`src/rtl/uart_defs_pkg.sv`:
```
// Shared definitions for the UART transmitter peripheral: register word
// offsets (Addr[1:0]), CTRL/STATUS bit positions and FSM state encodings.
package uart_defs;

   // Word offsets within the 16-byte window (byte offsets 0x0/0x4/0x8/0xC)
   localparam logic [1:0] OFF_DATA    = 2'd0;
   localparam logic [1:0] OFF_CTRL    = 2'd1;
   localparam logic [1:0] OFF_STATUS  = 2'd2;
   localparam logic [1:0] OFF_DIVISOR = 2'd3;

   // CTRL bit positions
   localparam int CTRL_TXEN = 0;
   localparam int CTRL_IE   = 1;

   // STATUS bit positions; COUNT occupies [STAT_COUNT +: 5]
   localparam int STAT_BUSY  = 0;
   localparam int STAT_FULL  = 1;
   localparam int STAT_EMPTY = 2;
   localparam int STAT_OVF   = 3;
   localparam int STAT_COUNT = 4;

   typedef enum logic [1:0] {
      S_IDLE  = 2'd0,
      S_START = 2'd1,
      S_DATA  = 2'd2,
      S_STOP  = 2'd3
   } tx_state_t;

   // A programmed divisor of 0 behaves as 1 clock per bit
   function automatic logic [15:0] eff_div(input logic [15:0] div);
      return (div == 16'd0) ? 16'd1 : div;
   endfunction

endpackage

```
`src/rtl/uart_tx_dev_fifo.sv`:
```
// Byte FIFO with first-word-fall-through head output. A push while full is
// accepted only if a pop happens on the same edge.
module uart_fifo #(
   parameter int unsigned FIFO_DEPTH = 4
) (
   input  logic                          clk,
   input  logic                          reset,
   input  logic                          push,
   input  logic                          pop,
   input  logic [7:0]                    wdata,
   output logic                          full,
   output logic                          empty,
   output logic [$clog2(FIFO_DEPTH):0]   count,
   output logic [7:0]                    rdata
);
   localparam int AW = $clog2(FIFO_DEPTH);
   localparam logic [AW:0] DEPTH_C = (AW + 1)'(FIFO_DEPTH);

   logic [7:0]    mem [FIFO_DEPTH];
   logic [AW-1:0] wr_ptr, rd_ptr;
   logic          do_push, do_pop;

   assign full    = (count == DEPTH_C);
   assign empty   = (count == '0);
   assign do_pop  = pop && !empty;
   assign do_push = push && (!full || do_pop);
   assign rdata   = mem[rd_ptr];

   // Storage array; contents are don't-care until written
   always_ff @(posedge clk) begin
      if (do_push) mem[wr_ptr] <= wdata;
   end

   // Pointers and occupancy; reset discards everything queued
   always_ff @(posedge clk or negedge reset) begin
      if (!reset) begin
         wr_ptr <= '0;
         rd_ptr <= '0;
         count  <= '0;
      end else begin
         if (do_push) wr_ptr <= wr_ptr + AW'(1);
         if (do_pop)  rd_ptr <= rd_ptr + AW'(1);
         case ({do_push, do_pop})
            2'b10:   count <= count + 1'b1;
            2'b01:   count <= count - 1'b1;
            default: count <= count;
         endcase
      end
   end

endmodule

```
`src/rtl/uart_tx_dev.sv`:
```
// Memory-mapped 8N1 UART transmitter: register file, FIFO front end,
// frame FSM with bit-period down-counter, and level IRQ on drain.
module uart_tx_dev
   import uart_defs::*;
#(
   parameter int unsigned FIFO_DEPTH = 4,
   parameter logic [15:0] DIV_RESET  = 16'd16
) (
   input  logic        clk,
   input  logic        reset,
   input  logic [29:0] Addr,
   input  logic        WE,
   input  logic [31:0] Din,
   output logic [31:0] Dout,
   output logic        txd,
   output logic        IRQ
);
   localparam int CW = $clog2(FIFO_DEPTH) + 1;

   logic [1:0]    ctrl;
   logic [15:0]   divisor, div_eff;
   logic          ovf;
   tx_state_t     state, state_nxt;
   logic [15:0]   cnt, cnt_nxt, reload, reload_nxt;
   logic [2:0]    bit_cnt, bit_nxt;
   logic [7:0]    shift_q, shift_nxt;
   logic          txd_nxt, pop, start_frame, period_end;
   logic          full, empty, busy;
   logic [CW-1:0] fifo_count;
   logic [7:0]    fifo_rdata;
   logic          wr_data, wr_ctrl, wr_status, wr_div;
   logic [31:0]   status;
   logic          unused_bits;

   // Only the low word-offset bits and the low half of Din carry meaning
   assign unused_bits = ^{Addr[29:2], Din[31:16]};

   assign wr_data   = WE && (Addr[1:0] == OFF_DATA);
   assign wr_ctrl   = WE && (Addr[1:0] == OFF_CTRL);
   assign wr_status = WE && (Addr[1:0] == OFF_STATUS);
   assign wr_div    = WE && (Addr[1:0] == OFF_DIVISOR);

   assign div_eff    = eff_div(divisor);
   assign busy       = (state != S_IDLE);
   assign period_end = (cnt == 16'd0);
   assign IRQ        = ctrl[CTRL_IE] & empty & ~busy;

   uart_fifo #(.FIFO_DEPTH(FIFO_DEPTH)) u_fifo (
      .clk   (clk),
      .reset (reset),
      .push  (wr_data),
      .pop   (pop),
      .wdata (Din[7:0]),
      .full  (full),
      .empty (empty),
      .count (fifo_count),
      .rdata (fifo_rdata)
   );

   // Software-visible registers; OVF is sticky until any STATUS write
   always_ff @(posedge clk or negedge reset) begin
      if (!reset) begin
         ctrl    <= 2'b00;
         divisor <= DIV_RESET;
         ovf     <= 1'b0;
      end else begin
         if (wr_ctrl) ctrl    <= Din[1:0];
         if (wr_div)  divisor <= Din[15:0];
         if (wr_status)                      ovf <= 1'b0;
         else if (wr_data && full && !pop)   ovf <= 1'b1;
      end
   end

   // Frame sequencing: next state, next txd, counters and FIFO pop
   always_comb begin
      state_nxt   = state;
      txd_nxt     = txd;
      shift_nxt   = shift_q;
      bit_nxt     = bit_cnt;
      cnt_nxt     = cnt;
      reload_nxt  = reload;
      pop         = 1'b0;
      start_frame = 1'b0;
      case (state)
         S_IDLE: begin
            if (ctrl[CTRL_TXEN] && !empty) start_frame = 1'b1;
         end
         S_START: begin
            if (period_end) begin
               state_nxt = S_DATA;
               txd_nxt   = shift_q[0];
               shift_nxt = shift_q >> 1;
               bit_nxt   = 3'd0;
               cnt_nxt   = reload - 16'd1;
            end else begin
               cnt_nxt = cnt - 16'd1;
            end
         end
         S_DATA: begin
            if (period_end) begin
               cnt_nxt = reload - 16'd1;
               if (bit_cnt == 3'd7) begin
                  state_nxt = S_STOP;
                  txd_nxt   = 1'b1;
               end else begin
                  txd_nxt   = shift_q[0];
                  shift_nxt = shift_q >> 1;
                  bit_nxt   = bit_cnt + 3'd1;
               end
            end else begin
               cnt_nxt = cnt - 16'd1;
            end
         end
         S_STOP: begin
            if (period_end) begin
               if (ctrl[CTRL_TXEN] && !empty) start_frame = 1'b1;
               else                           state_nxt   = S_IDLE;
            end else begin
               cnt_nxt = cnt - 16'd1;
            end
         end
         default: state_nxt = S_IDLE;
      endcase
      // Frame start shares one path from IDLE and from the end of STOP,
      // which is what makes back-to-back frames gap-free
      if (start_frame) begin
         pop        = 1'b1;
         state_nxt  = S_START;
         txd_nxt    = 1'b0;
         shift_nxt  = fifo_rdata;
         reload_nxt = div_eff;
         cnt_nxt    = div_eff - 16'd1;
         bit_nxt    = 3'd0;
      end
   end

   // Control state: FSM, line output and counters; txd idles high in reset
   always_ff @(posedge clk or negedge reset) begin
      if (!reset) begin
         state   <= S_IDLE;
         txd     <= 1'b1;
         cnt     <= 16'd0;
         bit_cnt <= 3'd0;
      end else begin
         state   <= state_nxt;
         txd     <= txd_nxt;
         cnt     <= cnt_nxt;
         bit_cnt <= bit_nxt;
      end
   end

   // Frame data path: shift register and the divisor latched at frame start
   always_ff @(posedge clk) begin
      shift_q <= shift_nxt;
      reload  <= reload_nxt;
   end

   // STATUS word assembly
   always_comb begin
      status                    = 32'd0;
      status[STAT_BUSY]         = busy;
      status[STAT_FULL]         = full;
      status[STAT_EMPTY]        = empty;
      status[STAT_OVF]          = ovf;
      status[STAT_COUNT +: 5]   = 5'(fifo_count);
   end

   // Combinational read mux; DATA reads as zero
   always_comb begin
      case (Addr[1:0])
         OFF_CTRL:    Dout = {30'd0, ctrl};
         OFF_STATUS:  Dout = status;
         OFF_DIVISOR: Dout = {16'd0, divisor};
         default:     Dout = 32'd0;
      endcase
   end

endmodule

```
`config.mk`:
```
export PLATFORM = sky130hd
export DESIGN_NAME = uart_tx_dev
export DESIGN_NICKNAME = d
export VERILOG_FILES = /design/src/rtl/uart_defs_pkg.sv /design/src/rtl/uart_tx_dev_fifo.sv /design/src/rtl/uart_tx_dev.sv
export SDC_FILE = /design/constraint.sdc
export NUM_CORES = 1
export LEC_CHECK = 0
export ABC_AREA = 1
export CORE_ASPECT_RATIO = 0.9
export CORE_UTILIZATION = 50
export CTS_CLUSTER_SIZE = 24
export DETAILED_ROUTE_END_ITERATION = 7
export PLACE_DENSITY = 0.86
export SYNTH_ARGS = -nofsm -noshare
export SYNTH_HDL_FRONTEND = slang
export SYNTH_SLANG_ARGS = --single-unit
```
`constraint.sdc`:
```
create_clock -name clk -period 3.1 [get_ports clk]
set_input_delay 0.775 -clock clk [delete_from_list [all_inputs] [get_ports clk]]
set_output_delay 0.775 -clock clk [all_outputs]
set_load 0.02 [all_outputs]
```
==> results.cfg <==
[setup_path]
required_ns = 2.32
critPathCaptureType = output pin
path_max_fanout = 8
start_kind = primary input
crit_arrival_ns = 2.26
worst-setup-path-type = in -> out
r2r_cells = 15

[global_routing]
antenna_found_initial = 0
track_usage_pct = 25.0
grt_pass1_wl_um = 23500
grt_pass1_vias = 4945
grt_overflow = 0
grt_max_degree = 49

[detailed_routing]
drc = 0
ant_nets = 0
drtPass1Iterations = 5
wirelength_um = 14200
via_per_inst = 5.40
avgRoutedWirePerCell_um = 15.4
vias = 4993
drt_iter0_drc = 440

[placed_design]
placed_area_um2 = 6440
dp_hpwl_um = 10300
gp_congestion = 0.918
port_buffers = 38

[logic_synthesis]
async_flop_share_pct = 46.2
syn_inst = 732
synthTopCellsByCount = nand2_1, nor2_1, inv_1
syn_area_um2 = 5960
synth-edff-count = 56
synth_ff_type = edfxtp_1
synth_top_area_share_pct = 28.2
ys_ff_latch = 104
avgSynthCellArea_um2 = 8.14
synth-seq-area-share_pct = 48.4
yosysWarnings = 0
synth.area.top_cells = edfxtp_1, dfrtp_1, nand2_1, nor2_1, inv_1
ys_types = 37
yosys.area.top_type = edfxtp_1

[timing]
timing.final.crit_share_pct = 97.7
fin_setup_tns_ns = 0
post-route-min-period_ns = 3.03
worst_slew_pin_slew_ns = 0.632
max_slew_margin_pct = 57.9
setup_viol = 0
fin_skew_ns = 0.0101
finalHoldViolCount = 0
rsz0062_at_grt = no
final_max_slew_viol_count = 0
fmax_mhz = 330

[clocking]
numClockSinks = 104
cts_tree = built
cts-root-buf = clkbuf_16
cts_setup_buffers = 0
htree_levels = 3
cts_buffers = 9
ctsLongestPathBuffers = 2
clkTransAtPathRegs_ns = 0.08
clock_latency_ns = 0.35

[die]
coreArea_um2 = 11500
die_area_um2 = 12400
start_util_pct = 51.7
die_x_um = 117
ios = 99
row_count = 37
die_h_um = 106

[layout]
antenna_cells = 0
final_area_um2 = 6710
nFillCells = 993
nets = 843
fin_util_pct = 58.2
layout-drive-gt1-share_pct = 7.94
area_growth_pct = 12.6

[pwr]
ir_drop_uv = 415
powerDensity_nw_per_um2 = 731
p_leak_nw = 2.94

[outcome]
status = finished clean

[worst_hold_path]
hp-class = in -> async

[job]
cap_violations = 0
power breakdown:
group | switching, mW | total (mW) | internal (mW)
clock | 0.561 | 1.13 | 0.571
sequential | 0.278 | 2.00 | 1.73
combinational | 1.15 | 1.77 | 0.614
total | 1.99 | 4.90 | 2.91
cells by family after synthesis:
family / after synthesis / synth area share [%]
other: 1 / 0.0629
xor gates and xnor gates: 29 / 4.26
AOI/OAI and AO/OA: 97 / 9.18
and+or+nand+nor: 356 / 25.0
adders and majority gates: 15 / 3.28
buffers and inverters: 130 / 9.80
DFF: 104 / 48.4
final cells by class:
type | instances | area (um2) | area share, %
clock buffers | 9 | 225 | 3.36
clock inverters | 7 | 67.6 | 1.01
inverters | 83 | 312 | 4.64
multi-input cells | 513 | 2550 | 38.0
flip-flops and latches | 104 | 2890 | 43.0
well taps | 156 | 195 | 2.91
repair buffers | 52 | 474 | 7.07
through the flow:
stage               power [mW]  instances  hold WS, ns  setup WS, ns
floorplan                 3.32        747        0.449         0.663
global placement          3.70        908        0.435        -0.231
detailed placement        3.79        908        0.450        -0.279
CTS                       4.90        924        0.416      0.000746
global route              5.25        924        0.432        0.0100
finish                    4.90        924        0.399        0.0698
placed cells by master (no fill, tap or decap), types with 3 or more instances in the layout:
cell	n
buf_4	12
o22ai_1	5
clkbuf_16	9
clkbuf_2	3
dfrtp_1	46
or2_2	3
o221ai_1	3
o211ai_1	4
o21ai_0	42
inv_8	4
a31oi_1	8
nor2_1	141
inv_2	3
a21oi_1	25
conb_1	16
dlygate4sd2_1	13
edfxtp_1	56
inv_1	79
xnor2_1	8
xor2_1	21
clkdlybuf4s50_1	21
nor3_1	8
nor2_2	6
ha_1	14
nand3_1	39
nand4_1	8
nand2_2	5
nand2_1	140
o21ai_1	6
critical path: stages:
cell and delay, ns:
clkdlybuf4s50_1 0.54, inv_1 0.07, or2_2 0.35, o22ai_1 0.17, dlygate4sd2_1 0.36
flip-flops by register name, indices dropped and copies added (netlist names):
signal	count
u_fifo.rd_ptr	2
reload	16
shift_q	8
state	2
ovf	1
u_fifo.wr_ptr	2
divisor	16
u_fifo.mem	32
u_fifo.count	3
ctrl	2
bit_cnt	3
txd	1
cnt	16
final timing paths:
check,startpoint,end,slack [ns]
worst max-delay path,Addr[1],Dout[3],0.07
worst min-delay path,reset,divisor[9],0.40
worst max register to register,divisor[4],cnt[14],0.41
worst min register to register,divisor[14],reload[14],0.48
max in group asynchronous,reset,divisor[4],2.40
min in group clk,divisor[14],reload[14],0.48
metal layers:
metal,track usage (%),vias up,share of wire [%]
met5,0,-,0
met4,11.0,0,2.4
met3,3.91,35,6.7
met1,33.0,2364,43
met2,40.4,209,48
li1,-,2385,-
repair_timing:
item                       4_1_cts  5_1_grt
resized for setup               17        8
hold buffers                     0        0
setup endpoints to repair       16        3
No activity file was read; power rests on OpenSTA's default activity.
